[src/rtl/pic_pkg.sv]
// Shared types and priority helpers for the PIC interrupt core.
// Priority is cyclic: the ID just above lowest_prio ranks highest (rank 0).
package pic_pkg;

   typedef enum logic {
      IDLE = 1'b0,
      ACK1 = 1'b1
   } pic_state_e;

   // ID returned when INTA arrives with no eligible request
   function automatic int unsigned spurious_id(input int unsigned n);
      return n - 1;
   endfunction

   // ID holding rank k (k = 0 is the highest priority)
   function automatic int unsigned prio_idx(input int unsigned lowest,
                                            input int unsigned k,
                                            input int unsigned n);
      return (lowest + 1 + k) % n;
   endfunction

   // rank of an ID; smaller rank means higher priority
   function automatic int unsigned prio_rank(input int unsigned id,
                                             input int unsigned lowest,
                                             input int unsigned n);
      return (id + n - lowest - 1) % n;
   endfunction

endpackage

[src/rtl/pic_priority_resolver.sv]
// Combinational cyclic priority encoder: picks the highest-ranked set bit of req
// given the current lowest-priority ID.
module pic_priority_resolver
   import pic_pkg::*;
#(
   parameter int NUM_IRQ = 8,
   parameter int ID_W    = $clog2(NUM_IRQ)
) (
   input  logic [NUM_IRQ-1:0] req,
   input  logic [ID_W-1:0]    lowest_prio,
   output logic               valid,
   output logic [ID_W-1:0]    id
);

   logic [ID_W-1:0] idx;

   // scan from lowest rank upward so the highest-ranked hit is written last
   always_comb begin
      valid = 1'b0;
      id    = '0;
      idx   = '0;
      for (int k = NUM_IRQ - 1; k >= 0; k--) begin
         idx = ID_W'(prio_idx(32'(lowest_prio), k, NUM_IRQ));
         if (req[idx]) begin
            valid = 1'b1;
            id    = idx;
         end
      end
   end

endmodule

[src/rtl/pic_interrupt_core.sv]
// PIC interrupt core: IRR capture, cyclic priority, ISR nesting, two-pulse INTA, EOI/AEOI.
// Optional macro PIC_SPECIAL_MASK_EN adds smm_i (special mask mode).
//
// state | meaning
// IDLE  | waiting for first INTA pulse
// ACK1  | winner frozen in ack_id, waiting for second INTA pulse
module pic_interrupt_core
   import pic_pkg::*;
#(
   parameter int NUM_IRQ = 8,
   parameter int ID_W    = $clog2(NUM_IRQ)
) (
   input  logic               clk,
   input  logic               rst_n,
   input  logic [NUM_IRQ-1:0] irq_i,
   input  logic [NUM_IRQ-1:0] mask_i,
   input  logic               level_mode_i,
   input  logic               rotate_mode_i,
   input  logic               aeoi_i,
   input  logic               inta_i,
   input  logic               eoi_valid_i,
   input  logic               eoi_specific_i,
   input  logic               eoi_rotate_i,
   input  logic [ID_W-1:0]    eoi_id_i,
`ifdef PIC_SPECIAL_MASK_EN
   input  logic               smm_i,
`endif
   output logic               int_o,
   output logic               vector_valid_o,
   output logic [ID_W-1:0]    vector_o,
   output logic [NUM_IRQ-1:0] irr_o,
   output logic [NUM_IRQ-1:0] isr_o
);

   pic_state_e         state, state_nxt;
   logic               ack_start, ack_end;
   logic [NUM_IRQ-1:0] irr, irr_nxt;
   logic [NUM_IRQ-1:0] isr, isr_nxt, isr_arb;
   logic [NUM_IRQ-1:0] irq_q;
   logic [ID_W-1:0]    lowest_prio, lowest_nxt;
   logic [ID_W-1:0]    ack_id;
   logic               ack_spur;
   logic               win_valid, isr_valid;
   logic [ID_W-1:0]    win_id, isr_id;
   logic               eoi_hit;
   logic [ID_W-1:0]    eoi_target;
   logic               int_nxt;

`ifdef PIC_SPECIAL_MASK_EN
   // masked in-service levels stop blocking lower-priority requests
   assign isr_arb = smm_i ? (isr & ~mask_i) : isr;
`else
   assign isr_arb = isr;
`endif

   pic_priority_resolver #(.NUM_IRQ(NUM_IRQ), .ID_W(ID_W)) u_irr_res (
      .req         (irr & ~mask_i),
      .lowest_prio (lowest_prio),
      .valid       (win_valid),
      .id          (win_id)
   );

   pic_priority_resolver #(.NUM_IRQ(NUM_IRQ), .ID_W(ID_W)) u_isr_res (
      .req         (isr_arb),
      .lowest_prio (lowest_prio),
      .valid       (isr_valid),
      .id          (isr_id)
   );

   always_ff @(posedge clk or negedge rst_n) begin
      if (!rst_n) state <= IDLE;
      else        state <= state_nxt;
   end

   always_comb begin
      state_nxt = state;
      ack_start = 1'b0;
      ack_end   = 1'b0;
      case (state)
         IDLE: if (inta_i) begin
            state_nxt = ACK1;
            ack_start = 1'b1;
         end
         ACK1: if (inta_i) begin
            state_nxt = IDLE;
            ack_end   = 1'b1;
         end
      endcase
   end

   // out-of-range specific IDs (non power-of-two NUM_IRQ) are ignored
   always_comb begin
      eoi_hit    = 1'b0;
      eoi_target = isr_id;
      if (eoi_valid_i) begin
         if (eoi_specific_i) begin
            eoi_target = eoi_id_i;
            eoi_hit    = 32'(eoi_id_i) < 32'(NUM_IRQ);
         end else begin
            eoi_hit = isr_valid;
         end
      end
   end

   always_comb begin
      int_nxt = 1'b0;
      if (win_valid) begin
         if (!isr_valid)
            int_nxt = 1'b1;
         else
            int_nxt = prio_rank(32'(win_id), 32'(lowest_prio), NUM_IRQ) <
                      prio_rank(32'(isr_id), 32'(lowest_prio), NUM_IRQ);
      end
   end

   // order matters: EOI first, then AEOI, and the ACK1 set/clear last so it wins
   always_comb begin
      irr_nxt    = level_mode_i ? irq_i : (irr | (irq_i & ~irq_q));
      isr_nxt    = isr;
      lowest_nxt = lowest_prio;
      if (eoi_hit) begin
         isr_nxt[eoi_target] = 1'b0;
         if (eoi_rotate_i || rotate_mode_i) lowest_nxt = eoi_target;
      end
      if (ack_end && aeoi_i && !ack_spur) begin
         isr_nxt[ack_id] = 1'b0;
         if (rotate_mode_i) lowest_nxt = ack_id;
      end
      if (ack_start && win_valid) begin
         isr_nxt[win_id] = 1'b1;
         if (!level_mode_i) irr_nxt[win_id] = 1'b0;
      end
   end

   always_ff @(posedge clk or negedge rst_n) begin
      if (!rst_n) begin
         irq_q          <= '0;
         irr            <= '0;
         isr            <= '0;
         lowest_prio    <= ID_W'(NUM_IRQ - 1);
         ack_id         <= '0;
         ack_spur       <= 1'b0;
         int_o          <= 1'b0;
         vector_valid_o <= 1'b0;
         vector_o       <= '0;
      end else begin
         irq_q          <= irq_i;
         irr            <= irr_nxt;
         isr            <= isr_nxt;
         lowest_prio    <= lowest_nxt;
         int_o          <= int_nxt;
         vector_valid_o <= ack_end;
         if (ack_start) begin
            ack_id   <= win_valid ? win_id : ID_W'(spurious_id(NUM_IRQ));
            ack_spur <= !win_valid;
         end
         if (ack_end) vector_o <= ack_id;
      end
   end

   assign irr_o = irr;
   assign isr_o = isr;

endmodule

[config.mk]
export PLATFORM = sky130hd
export DESIGN_NAME = pic_interrupt_core
export DESIGN_NICKNAME = d
export VERILOG_FILES = /design/src/rtl/pic_pkg.sv /design/src/rtl/pic_priority_resolver.sv /design/src/rtl/pic_interrupt_core.sv
export SDC_FILE = /design/constraint.sdc
export NUM_CORES = 1
export LEC_CHECK = 0
export CELL_PAD_IN_SITES_DETAIL_PLACEMENT = 0
export CELL_PAD_IN_SITES_GLOBAL_PLACEMENT = 1
export CORE_MARGIN = 2
export CORE_UTILIZATION = 44
export DETAILED_ROUTE_END_ITERATION = 8
export PLACE_DENSITY_LB_ADDON = 0.1
export SLEW_MARGIN = 5
export SYNTH_ARGS = -nofsm -noshare
export SYNTH_HDL_FRONTEND = slang
export SYNTH_SLANG_ARGS = --single-unit
[constraint.sdc]
create_clock -name clk -period 5.1 [get_ports clk]
set_input_delay 0.51 -clock clk [delete_from_list [all_inputs] [get_ports clk]]
set_output_delay 0.51 -clock clk [all_outputs]
set_load 0.05 [all_outputs]
==> results.sh <==
export IMPL_area_delta_synth_final_pct=17.8
export IMPL_dpl_hpwl_um=9320
export IMPL_max_slew_worst_pin_slew_ns=0.835
export IMPL_cts_buffers=5
export IMPL_synth_top_cell_area_share_pct=21.4
export IMPL_port_buffers=48
export IMPL_fin_crit_ns=4.54
export IMPL_wl_um=12000
export IMPL_hold_buffers=0
export IMPL_slew_headroom_pct=44.3
export IMPL_yosys_cell_count_top_type="a21oi_1"
export IMPL_startpoint="lowest_prio[0]"
export IMPL_finalCritPeriodShare_pct=89.0
export IMPL_crit_fanout=52
export IMPL_netlist_top_cells_area="dfrtp_1, mux4_2, mux2i_1"
export IMPL_ys_seq_area_share_pct=23.4
export IMPL_dieArea_um2=9790
export IMPL_clock_latency_ns=0.29
export IMPL_synthesis_area_um2=3970
export IMPL_routedWlPerCell_um=20.3
export IMPL_hold_viol=0
export IMPL_synth_edf_count=0
export IMPL_fp_dieH_um=99.0
export IMPL_setup_violations_final=0
export IMPL_r2r_slack_ns=0.56
export IMPL_path_clk_slew_ns=0.07
export IMPL_numClockSinks=37
export IMPL_grt_start_max_net_pins=53
export IMPL_first_pass_iters=4
export IMPL_synth_commonest_cells="a21oi_1, dfrtp_1, o21ai_0"
export IMPL_overflow=0
export IMPL_syn_nets=472
export IMPL_status="finished, final reports clean"
export IMPL_reg2reg_from="lowest_prio[0]"
export IMPL_fmax_mhz=220
export IMPL_drive_gt1_share_pct=15.0
export IMPL_reg2reg_depth=15
export IMPL_clk_path_buf_depth=2
export IMPL_fin_tns_setup_ns=0
export IMPL_cp_start_kind="flip-flop"
export IMPL_grt_pass1_wl_um=19700
export IMPL_worstPathArrival_ns=4.74
export IMPL_num_io_pins=49
export IMPL_ant_nets=0
export IMPL_ys_dominant_reg_cell="dfrtp_1"
export IMPL_grt_usage_pct=25.0
export IMPL_nets=518
export IMPL_core_rowCount=34
export IMPL_vias=3838
export IMPL_diodes=0
export IMPL_drv_cap=0
export IMPL_start_util_pct=45.5
export IMPL_rsz0062_at_grt="no"
export IMPL_die_w_um=99.0
export IMPL_syn_avg_cell_area_um2=9.14
export IMPL_ys_warn_count=0
export IMPL_cts_tree="yes"
export IMPL_ys_seq_elements=37
export IMPL_required_ns=5.30
export IMPL_cts_max_level=2
export IMPL_yosysTopAreaCell="dfrtp_1"
export IMPL_viasPerCell=6.52
export IMPL_detail_route_iter0_violations=295
export IMPL_drc=0
export IMPL_root_buffer="clkbuf_8"
export IMPL_synth_cell_type_count=74
export IMPL_hold_class="input pin to asynchronous set/reset pin"
export IMPL_antenna_found_initial=0
export IMPL_slew_violations=0
export IMPL_post_cts_buffers=0
export IMPL_crit_type="flip-flop to flip-flop"
export IMPL_synthCells=434
export IMPL_grt_pass1_vias=3623
export IMPL_timing_rr_end="int_o"
export IMPL_gp_congestion=0.978
export IMPL_cts_resized_gates=0
export IMPL_end_kind="flip-flop"
export IMPL_finClkSkew_ns=0.0101
export IMPL_core_area_um2=8720
export IMPL_async_flop_share_pct=100
[routing by layer]
| layer | up-vias | part of all wire (%) | track usage (%) |
|---|---|---|---|
| li1 | 1790 | - | - |
| met1 | 1864 | 45 | 37.7 |
| met2 | 171 | 47 | 39.4 |
| met3 | 13 | 6.8 | 2.84 |
| met4 | 0 | 0.97 | 4.53 |
| met5 | - | 0 | 0 |
[layout by cell type, fill, tap and decap left out, drive strengths merged, types with 19 or more instances in the layout]
cell type      synthesis  layout
nand2                 27      27
dfrtp                 34      34
o211ai                21      21
mux2i                 19      19
nor2                  19      19
a21oi                 35      35
nand2b                19      19
clkdlybuf4s50          0      47
mux4                  21      21
o21ai                 31      31
[flip-flops by register name, summed over array words and instances (netlist names)]
register	count
vector_o	3
lowest_prio	3
isr_o	8
int_o	1
ack_id	3
state	1
vector_valid_o	1
ack_spur	1
irq_q	8
irr_o	8
[final cells by class]
type | instances | area, µm²
Clock buffer | 7 | 86.3
Clock inverter | 1 | 30.0
Fill cell | 821 | 4050
Inverter | 14 | 55.1
Multi-Input combinational cell | 362 | 2870
Sequential cell | 37 | 930
Tap cell | 108 | 135
Timing Repair Buffer | 60 | 566
[metrics by stage]
stage | utilization [%] | area (µm²) | hold WS (ns) | setup slack [ns] | std cells
finish | 53.6 | 4680 | 0.318 | 0.559 | 589
CTS | 53.6 | 4680 | 0.346 | 0.612 | 589
detailed placement | 52.3 | 4560 | 0.499 | 0.627 | 581
global route | 53.6 | 4680 | 0.386 | 0.320 | 589
global placement | 52.3 | 4560 | 0.490 | 0.718 | 581
floorplan | - | 3970 | 0.214 | 0.622 | 434
[cells by family (layout without fill, tap and decap cells)]
kind of cell / after synthesis / count (layout) / share of synthesized area, %
AOI/OAI and AO/OA: 160 / 160 / 28.0
xor gates and xnor gates: 8 / 8 / 2.37
adders and majority gates: 10 / 10 / 3.53
buffers and inverters: 35 / 82 / 4.32
DFF: 37 / 37 / 23.4
muxes: 50 / 50 / 19.6
and+or+nand+nor: 134 / 134 / 18.7
[worst max path at each step]
stage / endpoint / slack, ns / depth (start not counted)
2_1_floorplan: int_o / 0.62 / 18
3_3_place_gp: int_o / 0.72 / 14
3_5_place_dp: int_o / 0.63 / 15
4_1_cts: int_o / 0.61 / 15
5_1_grt: int_o / 0.32 / 15
6_report: int_o / 0.56 / 15
[critical path, cell delays in order, from the launching register on]
cell and delay [ns]:
dfstp_2 0.57, buf_4 0.50, nand3b_1 0.27, and2_1 0.28, mux4_2 0.52, a21bo_2 0.23, nand3_2 0.09, a211oi_2 0.39
nor2_1 0.13, ha_1 0.21, fa_1 0.38, xnor2_1 0.18, xnor2_1 0.14, ha_1 0.24, a21o_1 0.16, a21oi_1 0.15
Power is not shown: default switching activity piles up to over one toggle a cycle in this logic, so the estimate is an artifact.
